[src/rtl/serial_borrow_select_subtractor.sv]
// ============================================================================
// serial_borrow_select_subtractor
//
// Purpose:
//   Multi-cycle subtractor computing iA - iB - iBorrow, SLICE_WIDTH bits per
//   clock, least significant slice first. Each slice forms A_k + ~B_k for both
//   possible carry-ins in parallel, and the registered carry from the previous
//   slice picks one of them. Subtraction is done as A + ~B + ~borrowIn, so the
//   internal carry is the inverse of the running borrow.
//
// Ports:
//   iClk       clock, all state updates on the rising edge
//   iRst       synchronous active-high reset
//   iValid     operands valid           oReady    block can accept operands
//   iA         minuend                  iB        subtrahend
//   iBorrow    borrow-in at the LSB
//   oValid     result valid             iReady    consumer accepts result
//   oDiff      difference               oBorrow   unsigned borrow-out
//   oOverflow  signed overflow of the wrapped result
//
// Configuration:
//   SUB_SATURATE_EN  when defined, oDiff floors to zero whenever the final
//                    borrow is 1; oBorrow/oOverflow are reported unchanged.
// ============================================================================
module serial_borrow_select_subtractor #(
  parameter int DATA_WIDTH  = 8,
  parameter int SLICE_WIDTH = 2
) (
  input  logic                  iClk,
  input  logic                  iRst,
  input  logic                  iValid,
  output logic                  oReady,
  input  logic [DATA_WIDTH-1:0] iA,
  input  logic [DATA_WIDTH-1:0] iB,
  input  logic                  iBorrow,
  output logic                  oValid,
  input  logic                  iReady,
  output logic [DATA_WIDTH-1:0] oDiff,
  output logic                  oBorrow,
  output logic                  oOverflow
);

  localparam int NUM_SLICES = DATA_WIDTH / SLICE_WIDTH;
  localparam int CNT_W      = (NUM_SLICES > 1) ? $clog2(NUM_SLICES) : 1;
  localparam logic [CNT_W-1:0] LAST_SLICE = CNT_W'(NUM_SLICES - 1);

  typedef enum logic [1:0] {
    IDLE,
    RUN,
    DONE
  } stateT;

  stateT state;
  stateT stateNext;

  logic [DATA_WIDTH-1:0]  aReg;
  logic [DATA_WIDTH-1:0]  bReg;
  logic [DATA_WIDTH-1:0]  resReg;
  logic [DATA_WIDTH-1:0]  resNext;
  logic [DATA_WIDTH-1:0]  diffFinal;
  logic [CNT_W-1:0]       sliceCnt;
  logic                   carry;
  logic [SLICE_WIDTH-1:0] aSlice;
  logic [SLICE_WIDTH-1:0] bSlice;
  logic [SLICE_WIDTH:0]   sumNoCarry;
  logic [SLICE_WIDTH:0]   sumWithCarry;
  logic [SLICE_WIDTH:0]   sumSel;
  logic                   acceptOp;
  logic                   lastSlice;

  assign acceptOp  = iValid && oReady;
  assign lastSlice = (sliceCnt == LAST_SLICE);

  // Slice arithmetic: both carry-in cases are formed up front so the
  // registered carry only has to drive a mux, not a ripple chain.
  always_comb begin
    aSlice       = aReg[sliceCnt*SLICE_WIDTH +: SLICE_WIDTH];
    bSlice       = bReg[sliceCnt*SLICE_WIDTH +: SLICE_WIDTH];
    sumNoCarry   = {1'b0, aSlice} + {1'b0, ~bSlice};
    sumWithCarry = {1'b0, aSlice} + {1'b0, ~bSlice} + (SLICE_WIDTH + 1)'(1);
    sumSel       = carry ? sumWithCarry : sumNoCarry;
    resNext      = resReg;
    resNext[sliceCnt*SLICE_WIDTH +: SLICE_WIDTH] = sumSel[SLICE_WIDTH-1:0];
  end

  // A final carry of 0 means the subtraction borrowed; the saturating build
  // floors the reported difference to zero in that case.
  always_comb begin
    diffFinal = resNext;
`ifdef SUB_SATURATE_EN
    if (!sumSel[SLICE_WIDTH]) begin
      diffFinal = '0;
    end
`endif
  end

  // State register for the IDLE -> RUN -> DONE handshake sequence.
  always_ff @(posedge iClk) begin
    if (iRst) begin
      state <= IDLE;
    end else begin
      state <= stateNext;
    end
  end

  // Next-state and handshake outputs; RUN always takes exactly NUM_SLICES
  // cycles, there is no early exit.
  always_comb begin
    stateNext = state;
    oReady    = 1'b0;
    oValid    = 1'b0;
    case (state)
      IDLE: begin
        oReady = 1'b1;
        if (iValid) begin
          stateNext = RUN;
        end
      end
      RUN: begin
        if (lastSlice) begin
          stateNext = DONE;
        end
      end
      DONE: begin
        oValid = 1'b1;
        if (iReady) begin
          stateNext = IDLE;
        end
      end
      default: stateNext = IDLE;
    endcase
  end

  // Datapath: operands captured on accept, one slice retired per RUN cycle,
  // and the result registers loaded on the last slice so they stay frozen
  // through DONE and the following IDLE.
  always_ff @(posedge iClk) begin
    if (iRst) begin
      aReg      <= '0;
      bReg      <= '0;
      resReg    <= '0;
      sliceCnt  <= '0;
      carry     <= 1'b0;
      oDiff     <= '0;
      oBorrow   <= 1'b0;
      oOverflow <= 1'b0;
    end else begin
      case (state)
        IDLE: begin
          if (acceptOp) begin
            aReg     <= iA;
            bReg     <= iB;
            resReg   <= '0;
            sliceCnt <= '0;
            carry    <= ~iBorrow;
          end
        end
        RUN: begin
          resReg   <= resNext;
          carry    <= sumSel[SLICE_WIDTH];
          sliceCnt <= sliceCnt + CNT_W'(1);
          if (lastSlice) begin
            oDiff     <= diffFinal;
            oBorrow   <= ~sumSel[SLICE_WIDTH];
            oOverflow <= (aReg[DATA_WIDTH-1] != bReg[DATA_WIDTH-1]) &&
                         (resNext[DATA_WIDTH-1] != aReg[DATA_WIDTH-1]);
          end
        end
        default: ;
      endcase
    end
  end

endmodule

[config.mk]
export PLATFORM = sky130hd
export DESIGN_NAME = serial_borrow_select_subtractor
export DESIGN_NICKNAME = d
export VERILOG_FILES = /design/src/rtl/serial_borrow_select_subtractor.sv
export SDC_FILE = /design/constraint.sdc
export NUM_CORES = 1
export LEC_CHECK = 0
export ABC_AREA = 0
export ABC_CLOCK_PERIOD_IN_PS = 3450
export CAP_MARGIN = 20
export CORE_UTILIZATION = 40
export CTS_BUF_LIST = sky130_fd_sc_hd__clkbuf_2 sky130_fd_sc_hd__clkbuf_4 sky130_fd_sc_hd__clkbuf_8
export DETAILED_ROUTE_END_ITERATION = 16
export PLACE_DENSITY = 0.72
export SETUP_SLACK_MARGIN = 0.4
export SLEW_MARGIN = 10
export SYNTH_ARGS = -nofsm -noshare
export SYNTH_HDL_FRONTEND = slang
export SYNTH_SLANG_ARGS = --single-unit
[constraint.sdc]
create_clock -name iClk -period 3.45 [get_ports iClk]
set_clock_uncertainty 0.1 [all_clocks]
set_input_delay 1.035 -clock iClk [delete_from_list [all_inputs] [get_ports iClk]]
set_output_delay 1.035 -clock iClk [all_outputs]
set_load 0.05 [all_outputs]
==> impl_metrics.csv, run 1 <==
group,metric,value,unit
worst_setup_path,r2r_slack,620,ps
worst_setup_path,cp.arrival,1710,ps
drt,drt_pass1_iterations,4,
floorplan,rows,25,
sta,fmax,0.3518,GHz
synthesis,synth_edf_count,0,
placed_design,dp_slack,512.4,ps
clock_tree,clock-sinks,39,
worst_setup_path,cp-start-kind,"flop",
min_path,holdPathEnd,"aReg[2]$_SDFFE_PP0P_",
drt,ant_nets,0,
clock_tree,clock_path_buffers,2,
layout,num_antenna_cells,0,
global_route,grt_first_pass_wirelength,7051,um
drt,wirelength,4151,um
layout,finalNetCount,282,
sta,period_needed,2843,ps
floorplan,initial_core_util,41.88,%
drt,wl_per_cell,12.97,um
worst_setup_path,required,2310,ps
power_and_ir_drop,p_leak,0.8788,nW
synthesis,ys.flop_type,"dfxtp_1",
synthesis,synth_fa_ha_area_share,5.993,%
worst_setup_path,rr_worst_depth,10,
layout,syn2layout_area_growth,22.04,%
floorplan,core_area,4786,um2
synthesis,yosysWarnings,0,
power_and_ir_drop,p_per_area,422.2,nW/um2
synthesis,synth-compound-area-share,15.36,%
clock_tree,cts_tree,"done",
worst_setup_path,critPathCaptureType,"output pin",
min_path,holdPathStages,2,
worst_setup_path,path_class,"flop to output pin",
floorplan,pin_count,33,
synthesis,syn-cell-area,2004,um2
clock_tree,h-tree-depth,2,
clock_tree,cts_buffers,5,
global_route,grt_max_degree,22,
clock_tree,clockRootBuffer,"clkbuf_8",
drt,via_count,1621,
run_status,status,"complete, no violations",
worst_setup_path,r2r-end,"oOverflow$_SDFFE_PP0P_",
placed_design,hpwlAfterDp,2921,um
global_route,grt-ovfl-total,0,
layout,fin_util,51.11,%
synthesis,async_reset_ff_share,0,%
drt,via_per_inst,5.066,
synthesis,synthesis.nets,256,
synthesis,synth_simple_gate_area_share,21.41,%
drt,post-route-drc-count,0,
min_path,hp-start,"aReg[2]$_SDFFE_PP0P_",
synthesis,ys_ff_latch,39,
clock_tree,worstSkewPairLatency,300,ps
synthesis,synthXorXnorAreaFrac,1.685,%
floorplan,die_h,72.79,um
floorplan,die_w,72.79,um
layout,drive_gt1_share,9.881,%
synthesis,synthMuxAreaShare,8.489,%
clock_tree,post_cts_buffers,0,
sta,hold_viol_final,0,
layout,final.fill_count,460,
global_route,grt_pass1_vias,1551,
global_route,track_usage,17.66,%
flow_run,cap_viol_max_count,0,
synthesis,synth_top_family_by_area,"simple AND/OR/NAND/NOR gates",
global_route,antenna_found_initial,0,
sta,tns,0,ps
placed_design,portBuffers,32,
synthesis,netlist_instances,226,
sta,period_share,82.40,%
clock_tree,clkSlewWorstSetupHoldPaths,70,ps
sta,setup_ws,607.1,ps
sta,max_slew_margin,54.84,%
floorplan,dieArea,5298,um2
synthesis,syn_avg_cell_area,8.869,um2
placed_design,gp_congestion,0.8211,
synthesis,yosysSeqAreaShare,38.95,%
worst_setup_path,r2r-start,"sliceCnt[1]$_SDFFE_PP0P_",
synthesis,synth_cell_types,36,
worst_setup_path,crit_path_max_fanout,19,
sta,setup_violations,0,
sta,rsz0062_at_grt,"no",
power_and_ir_drop,vdd_drop_max,0.2456,mV
drt,first_iter_violations,70,
sta,slew_violations,0,
min_path,hold_class,"flop to flop",
sta,worstMarginPinSlew,676.0,ps
-- synthesized netlist by cell type (4+ instances only) --
cell | n | area, um2
nand2_1 | 35 | 131.4
nand4_1 | 4 | 25.02
dfxtp_1 | 39 | 780.8
nor2_1 | 11 | 41.29
buf_4 | 5 | 37.54
clkbuf_1 | 5 | 18.77
nor2b_1 | 4 | 25.02
mux2i_1 | 8 | 80.08
mux4_2 | 4 | 90.09
ha_1 | 8 | 100.1
a221oi_1 | 4 | 35.03
nor3_1 | 5 | 25.02
inv_1 | 11 | 41.29
o21ai_0 | 8 | 40.04
buf_6 | 4 | 45.04
a211oi_1 | 5 | 37.54
a21oi_1 | 30 | 150.1
buf_2 | 4 | 20.02
nand3_1 | 8 | 40.04
-- worst max path at each step --
stage	depth (start not counted)	from	slack, ps	to
after detailed placement	10	sliceCnt[0]$_SDFFE_PP0P_	510	oOverflow$_SDFFE_PP0P_
final	3	state[1]$_SDFFE_PP0P_	610	oReady
after CTS	10	sliceCnt[0]$_SDFFE_PP0P_	490	oOverflow$_SDFFE_PP0P_
after global placement	10	sliceCnt[0]$_SDFFE_PP0P_	590	oOverflow$_SDFFE_PP0P_
after global routing	10	sliceCnt[1]$_SDFFE_PP0P_	420	oOverflow$_SDFFE_PP0P_
after floorplan	12	sliceCnt[0]$_SDFFE_PP0P_	600	oOverflow$_SDFFE_PP0P_
-- flip-flops by register name (all words and copies together), names as in the netlist --
| register | cells |
|---|---|
| sliceCnt | 2 |
| oBorrow | 1 |
| oOverflow | 1 |
| aReg | 8 |
| bReg | 8 |
| state | 2 |
| oDiff | 8 |
| resReg | 8 |
| carry | 1 |
-- layout make-up --
| type | instances | area (um2) | share of cell area, % |
|---|---|---|---|
| Clock inverter | 2 | 35.03 | 1.432 |
| Clock buffer | 6 | 82.58 | 3.376 |
| Inverter | 11 | 41.29 | 1.688 |
| Timing Repair Buffer | 37 | 357.8 | 14.63 |
| Multi-Input combinational cell | 158 | 1064 | 43.48 |
| Tap cell | 67 | 83.83 | 3.427 |
| Sequential cell | 39 | 782.0 | 31.97 |
-- logic make-up after synthesis --
group	after synthesis
compound gates	52
xor+xnor	3
buf+inv	29
fa+ha+maj	9
flops	39
simple gates	82
mux	12
-- cell usage in the layout (no fill, tap or decap), types with 2 or more instances in the layout --
cell             count
nand3_1              8
nand2b_1             2
o21bai_1             2
mux2i_1              8
nor3b_1              3
nand2_1             35
ha_1                 8
mux4_2               4
inv_1               11
clkbuf_8             6
a221oi_1             4
o21ai_0              8
dfxtp_1             38
nor2b_1              4
nor3_1               5
a211oi_1             5
buf_4                5
clkdlybuf4s50_1     32
a21oi_1             30
nor2_1              11
and4bb_2             3
nand4_1              4
-- worst max-delay path, stage by stage, from the launching register on --
cell	delay, ps
dfxtp_1	310
buf_4	200
nor2_1	100
clkdlybuf4s50_1	800
-- where the power goes --
group | internal [mW] | switching, mW | total [mW]
Clock | 0.234 | 0.159 | 0.393
Combinational | 0.0744 | 0.0857 | 0.160
Sequential | 0.466 | 0.0137 | 0.480
Total | 0.775 | 0.258 | 1.03
-- repair_timing --
action                     4_1_cts  5_1_grt
resized for setup                0        2
hold buffers                     0        0
setup endpoints to repair        0        2
-- routing by layer --
| metal | global-route usage, % | wire [um] | vias to the layer above |
|---|---|---|---|
| met4 | 9.150 | 84 | 0 |
| met1 | 22.38 | 1925 | 756 |
| met5 | 0 | 0 | - |
| met3 | 4.144 | 133 | 7 |
| li1 | - | - | 835 |
| met2 | 28.04 | 2008 | 23 |
-- stage by stage --
| stage | hold slack, ps | cell area [um2] | total power, mW | cells |
|---|---|---|---|---|
| floorplan | 333.1 | 2004 | 0.6068 | 226 |
| global placement | 342.8 | 2325 | 0.6462 | 312 |
| detailed placement | 347.4 | 2325 | 0.6493 | 312 |
| CTS | 357.6 | 2442 | 1.041 | 320 |
| global route | 381.7 | 2446 | 1.075 | 320 |
| finish | 355.4 | 2446 | 1.033 | 320 |
Note: power is estimated with default switching activity, not from simulation.
==> run 2: changes to the inputs <==
--- a/config.mk
+++ b/config.mk
@@ -6,12 +6,12 @@
 export NUM_CORES = 1
 export LEC_CHECK = 0
 export ABC_AREA = 0
-export ABC_CLOCK_PERIOD_IN_PS = 3450
+export ABC_CLOCK_PERIOD_IN_PS = 2500
 export CAP_MARGIN = 20
 export CORE_UTILIZATION = 40
 export CTS_BUF_LIST = sky130_fd_sc_hd__clkbuf_2 sky130_fd_sc_hd__clkbuf_4 sky130_fd_sc_hd__clkbuf_8
 export DETAILED_ROUTE_END_ITERATION = 16
-export PLACE_DENSITY = 0.72
+export PLACE_DENSITY = 0.74
 export SETUP_SLACK_MARGIN = 0.4
 export SLEW_MARGIN = 10
 export SYNTH_ARGS = -nofsm -noshare
==> constraint.sdc (replaced) <==
create_clock -name iClk -period 2.5 [get_ports iClk]
set_clock_uncertainty 0.1 [all_clocks]
set_input_delay 0.75 -clock iClk [delete_from_list [all_inputs] [get_ports iClk]]
set_output_delay 0.75 -clock iClk [all_outputs]
set_load 0.05 [all_outputs]
==> run 2 against run 1 <==
The run now ends with setup timing left. Sequential power up 39%. Non-clock buffer count up 7. Total power increased by 50%. Final cell count rose by 2.2%. Hold slack better by 0.73 ps. Critical path depth rose by 8. Worst setup slack got worse by 780 ps. Utilization rose by 2.6 points. Critical path type is now flop to flop. Largest power group unchanged. Highest routed layer unchanged.
==> impl_metrics.csv, run 2 (synthesized netlist as in run 1, its figures left out) <==
group,metric,value,unit
worst_setup_path,crit_top_cell,"inv_2",
drt,drt_pass1_iterations,4,
power_and_ir_drop,p_int,1.175,mW
placed_design,gp_congestion,0.8032,
power_and_ir_drop,vdd_drop_max,0.2595,mV
floorplan,dieArea,5298,um2
worst_setup_path,slowest_stage,"fa_1",
run_status,status,"finished with violations",
sta,rsz0062_at_grt,"yes",
clock_tree,clkSlewWorstSetupHoldPaths,80,ps
sta,worstMarginPinSlew,694.5,ps
global_route,grt-ovfl-total,0,
clock_tree,h-tree-depth,2,
sta,period_needed,2668,ps
sta,slew_violations,0,
worst_setup_path,cp_num_cells,11,
power_and_ir_drop,p_per_area,604.5,nW/um2
clock_tree,postCtsHoldBufs,0,
min_path,hp-start,"aReg[2]$_SDFFE_PP0P_",
drt,wl_per_cell,13.22,um
run_status,violations,"setup timing",
worst_setup_path,rr_worst_depth,11,
layout,multi_input_area,1115,um2
floorplan,die_w,72.79,um
drt,post-route-drc-count,0,
drt,first_iter_violations,113,
power_and_ir_drop,pwr-share-clk,40.1,%
sta,fmax,0.3748,GHz
layout,fin_area,2571,um2
power_and_ir_drop,switchingPower,0.3791,mW
power_and_ir_drop,swShare,24.39,%
sta,period_share,106.7,%
placed_design,portBuffers,32,
drt,wirelength,4322,um
min_path,holdPathStages,2,
drt,via_per_inst,5.232,
layout,regArea,785.8,um2
layout,drive_gt1_share,16.92,%
layout,final_common_cell,"dfxtp_1",
placed_design,dp_slack,-224.7,ps
global_route,antenna_found_initial,0,
layout,final.fill_count,440,
worst_setup_path,cp.arrival,2790,ps
clock_tree,worstSkewPairLatency,290,ps
layout,final_cell_mix,"dfxtp_1 (37), nand2_1 (35), a21oi_1 (29), clkdlybuf4s50_1 (20), buf_4 (12)",
clock_tree,clockRootBuffer,"clkbuf_8",
layout,syn2layout_area_growth,28.28,%
placed_design,hpwlAfterDp,2953,um
sta,setup_violations,9,
global_route,grt_first_pass_wirelength,7279,um
min_path,hold_class,"flop to flop",
flow_run,cap_viol_max_count,0,
floorplan,pin_count,33,
sta,max_slew_margin,53.60,%
worst_setup_path,r2r-start,"sliceCnt[0]$_SDFFE_PP0P_",
floorplan,rows,25,
worst_setup_path,critPathCaptureType,"flop",
clock_tree,cts_tree,"done",
power_and_ir_drop,p_leak,0.9844,nW
power_and_ir_drop,p_seq_share,42.8,%
worst_setup_path,r2r-end,"resReg[7]$_SDFFE_PP0P_",
worst_setup_path,r2r_slack,-170,ps
power_and_ir_drop,pwr-share-comb,17.1,%
clock_tree,clock_path_buffers,2,
global_route,track_usage,18.17,%
global_route,grt_pass1_vias,1584,
worst_setup_path,path_buf_inv,4,
drt,via_count,1711,
global_route,grt_max_degree,22,
worst_setup_path,path_class,"flop to flop",
floorplan,initial_core_util,41.88,%
min_path,holdPathEnd,"aReg[2]$_SDFFE_PP0P_",
sta,setup_ws,-168.4,ps
clock_tree,clock-sinks,39,
worst_setup_path,required,2620,ps
worst_setup_path,critPathTopFamily,"adder cells",
worst_setup_path,critPathMaxStageDelay,510,ps
floorplan,core_area,4786,um2
layout,num_antenna_cells,0,
placed_design,dpl_cell_area,2389,um2
clock_tree,cts_buffers,5,
floorplan,die_h,72.79,um
worst_setup_path,crit_path_max_fanout,7,
sta,hold_viol_final,0,
drt,ant_nets,0,
worst_setup_path,path_cells,"mux4_2 -> inv_2 -> ha_4 -> inv_2 -> fa_1 -> inv_2 -> ha_4 -> nand2b_4 -> buf_4 -> nand4_1 -> a21oi_1",
layout,finalNetCount,289,
worst_setup_path,cp-start-kind,"flop",
## run 2: layout make-up
class | instances | share of cell area (%)
Multi-Input combinational cell | 158 | 43.36
Sequential cell | 39 | 30.56
Timing Repair Buffer | 44 | 15.91
Tap cell | 67 | 3.260
Clock buffer | 5 | 2.676
Clock inverter | 3 | 2.628
Inverter | 11 | 1.606
## run 2: repair_timing
item,in CTS,in global routing
setup buffers,1,0
pin swaps,6,4
setup endpoints to repair,26,19
resized for setup,20,3
## run 2: per-layer routing
layer,GRT usage [%],wire (um)
met4,6.536,60
met2,30.11,2120
met1,22.90,1926
met5,0,0
met3,4.558,214
## run 2: power by group through the flow
stage	combinational [mW]	sequential [mW]	clock (mW)
6_report	0.266	0.665	0.623
3_5_place_dp	0.236	0.679	0
5_1_grt	0.289	0.669	0.667
2_1_floorplan	0.179	0.669	0
4_1_cts	0.262	0.664	0.639
3_3_place_gp	0.230	0.679	0
## run 2: worst reg2reg max path, delay by kind of cell (launching register included)
kind,cells,cell delay (ps)
compound gates,1,170
fa+ha+maj,3,890
buf+inv,4,300
flops,1,380
mux,1,500
simple gates,2,240
## run 2: worst max-delay path by stage
stage,startpoint,to,slack [ps]
floorplan,sliceCnt[0]$_SDFFE_PP0P_,oOverflow$_SDFFE_PP0P_,-240
finish,sliceCnt[0]$_SDFFE_PP0P_,resReg[7]$_SDFFE_PP0P_,-170
CTS,sliceCnt[0]$_SDFFE_PP0P_,oOverflow$_SDFFE_PP0P_,-220
detailed placement,sliceCnt[0]$_SDFFE_PP0P_,oOverflow$_SDFFE_PP0P_,-220
global route,sliceCnt[0]$_SDFFE_PP0P_,oOverflow$_SDFFE_PP0P_,-230
global placement,sliceCnt[0]$_SDFFE_PP0P_,oOverflow$_SDFFE_PP0P_,-120
## run 2: per-stage QoR
step	TNS, ps	hold WS (ps)	power [mW]	instances	utilization (%)
after floorplan	-1177	333.1	0.8480	226	-
after global placement	-350.6	348.8	0.9085	318	49.91
after detailed placement	-1218	348.7	0.9153	318	49.91
after CTS	-1081	359.8	1.565	327	53.46
after global routing	-1381	376.1	1.625	327	53.73
final	-928.1	356.2	1.554	327	53.73
==> run 3: changes to the inputs <==
--- a/config.mk
+++ b/config.mk
@@ -8,6 +8,7 @@
 export ABC_AREA = 0
 export ABC_CLOCK_PERIOD_IN_PS = 2500
 export CAP_MARGIN = 20
+export CORE_ASPECT_RATIO = 0.5
 export CORE_UTILIZATION = 40
 export CTS_BUF_LIST = sky130_fd_sc_hd__clkbuf_2 sky130_fd_sc_hd__clkbuf_4 sky130_fd_sc_hd__clkbuf_8
 export DETAILED_ROUTE_END_ITERATION = 16
==> run 3 against run 2 <==
The run still ends with setup timing left. Flip-flop and latch count did not move. First-iteration DRC count fell by 24%. Utilization rose by 3.4 points. Critical path type unchanged. Critical endpoint is now oOverflow$_SDFFE_PP0P_.
==> impl_metrics.csv, run 3 (synthesized netlist as in run 1, its figures left out) <==
group,metric,value,unit
global_route,grt_first_pass_wirelength,7196,um
layout,regArea,787.0,um2
min_path,holdPathStages,2,
worst_setup_path,rr_worst_depth,10,
sta,max_slew_margin,56.27,%
global_route,grt_pass1_vias,1539,
clock_tree,cts_buffers,5,
global_route,grt-ovfl-total,0,
sta,worstMarginPinSlew,654.5,ps
layout,final.fill_count,420,
clock_tree,h-tree-depth,2,
worst_setup_path,required,2620,ps
drt,via_per_inst,5.080,
drt,wl_per_cell,12.71,um
sta,hold_viol_final,0,
worst_setup_path,cp_num_cells,10,
placed_design,hpwlAfterDp,3023,um
layout,fin_area,2624,um2
drt,post-route-drc-count,0,
worst_setup_path,path_cells,"mux4_2 -> inv_2 -> ha_4 -> inv_2 -> fa_1 -> inv_2 -> ha_4 -> nand2b_4 -> a32oi_2 -> mux2i_1",
layout,final_common_cell,"dfxtp_1",
sta,period_needed,2632,ps
worst_setup_path,path_class,"flop to flop",
floorplan,pin_count,33,
min_path,hold_class,"flop to flop",
placed_design,dpl_cell_area,2400,um2
clock_tree,clkSlewWorstSetupHoldPaths,80,ps
layout,multi_input_area,1146,um2
sta,whs,357.9,ps
layout,drive_gt1_share,18.46,%
sta,setup_ws,-132.3,ps
worst_setup_path,slowest_stage,"fa_1",
placed_design,gp_congestion,0.8792,
sta,fmax,0.3799,GHz
placed_design,portBuffers,32,
worst_setup_path,cp.arrival,2750,ps
run_status,violations,"setup timing",
layout,num_antenna_cells,0,
power_and_ir_drop,p_leak,1.004,nW
clock_tree,postCtsHoldBufs,0,
floorplan,core_area,4594,um2
worst_setup_path,critPathMaxStageDelay,510,ps
flow_run,cap_viol_max_count,0,
floorplan,die_w,102.1,um
clock_tree,clockRootBuffer,"clkbuf_8",
worst_setup_path,crit_top_cell,"inv_2",
clock_tree,cts_tree,"done",
global_route,grt_max_degree,17,
floorplan,rows,17,
worst_setup_path,crit_path_max_fanout,3,
layout,final_cell_mix,"dfxtp_1 (36), nand2_1 (35), a21oi_1 (30), clkdlybuf4s50_1 (20)",
worst_setup_path,critPathTopFamily,"adder cells",
run_status,status,"finished with violations",
worst_setup_path,path_buf_inv,3,
drt,via_count,1656,
worst_setup_path,cp-start-kind,"flop",
power_and_ir_drop,p_per_area,599.1,nW/um2
power_and_ir_drop,vdd_drop_max,0.2581,mV
global_route,antenna_found_initial,0,
layout,finalNetCount,289,
floorplan,dieArea,5315,um2
worst_setup_path,critPathCaptureType,"flop",
drt,drt_pass1_iterations,4,
drt,ant_nets,0,
sta,slew_violations,0,
sta,period_share,105.3,%
clock_tree,clock_path_buffers,2,
power_and_ir_drop,p_total,1.572,mW
floorplan,initial_core_util,43.63,%
floorplan,die_h,52.06,um
layout,syn2layout_area_growth,30.90,%
clock_tree,worstSkewPairLatency,280,ps
drt,wirelength,4142,um
sta,setup_violations,8,
sta,rsz0062_at_grt,"yes",
drt,first_iter_violations,86,
clock_tree,clock-sinks,39,
global_route,track_usage,17.62,%
-- run 3: worst min-delay path, cell delays in order, from the launching register on --
cell and delay, ps:
dfxtp_1 310, nand2_1 50, a21oi_1 50
-- run 3: per-layer routing --
| layer | part of all wire [%] | GRT usage, % | up-vias |
|---|---|---|---|
| met5 | 0 | 0 | - |
| met4 | 1.1 | 3.810 | 0 |
| met3 | 3.9 | 4.032 | 4 |
| met2 | 44 | 28.75 | 35 |
| met1 | 51 | 23.86 | 764 |
| li1 | - | - | 853 |
-- run 3: cell type report --
| class | count | share of cell area, % |
|---|---|---|
| multi-input combinational | 158 | 43.68 |
| sequential | 39 | 30.00 |
| timing repair buffer | 44 | 16.40 |
| tap | 66 | 3.147 |
| clock buffer | 6 | 2.909 |
| clock inverter | 2 | 2.289 |
| inverter | 11 | 1.574 |
-- run 3: per-stage QoR --
step                      utilization (%)  TNS (ps)  worst slack, ps  cells
after global placement              52.23    -217.7           -93.89    317
final                               57.11    -760.9           -132.3    326
after CTS                           57.03     -1129           -176.1    326
after global routing                57.11     -1727           -250.5    326
after floorplan                         -     -1177           -243.2    226
after detailed placement            52.23    -839.6           -186.7    317
-- run 3: where the power goes --
| part | switching [mW] | total [mW] | internal [mW] |
|---|---|---|---|
| clock network | 0.211 | 0.621 | 0.410 |
| registers | 0.0193 | 0.662 | 0.643 |
| logic | 0.140 | 0.288 | 0.148 |
| total | 0.371 | 1.57 | 1.20 |
-- run 3: repair_timing --
action                     CTS  global route
gates cloned                 0             0
setup endpoints to repair   25            20
pin swaps                    6             4
setup buffers                1             0
gates resized for setup     26             2
-- run 3: path summary, 6_finish.rpt --
kind / startpoint / end / slack [ps]
max: sliceCnt[0]$_SDFFE_PP0P_ / oOverflow$_SDFFE_PP0P_ / -130
min: bReg[6]$_SDFFE_PP0P_ / bReg[6]$_SDFFE_PP0P_ / 360
max reg2reg: sliceCnt[0]$_SDFFE_PP0P_ / oOverflow$_SDFFE_PP0P_ / -130
min reg2reg: bReg[6]$_SDFFE_PP0P_ / bReg[6]$_SDFFE_PP0P_ / 360
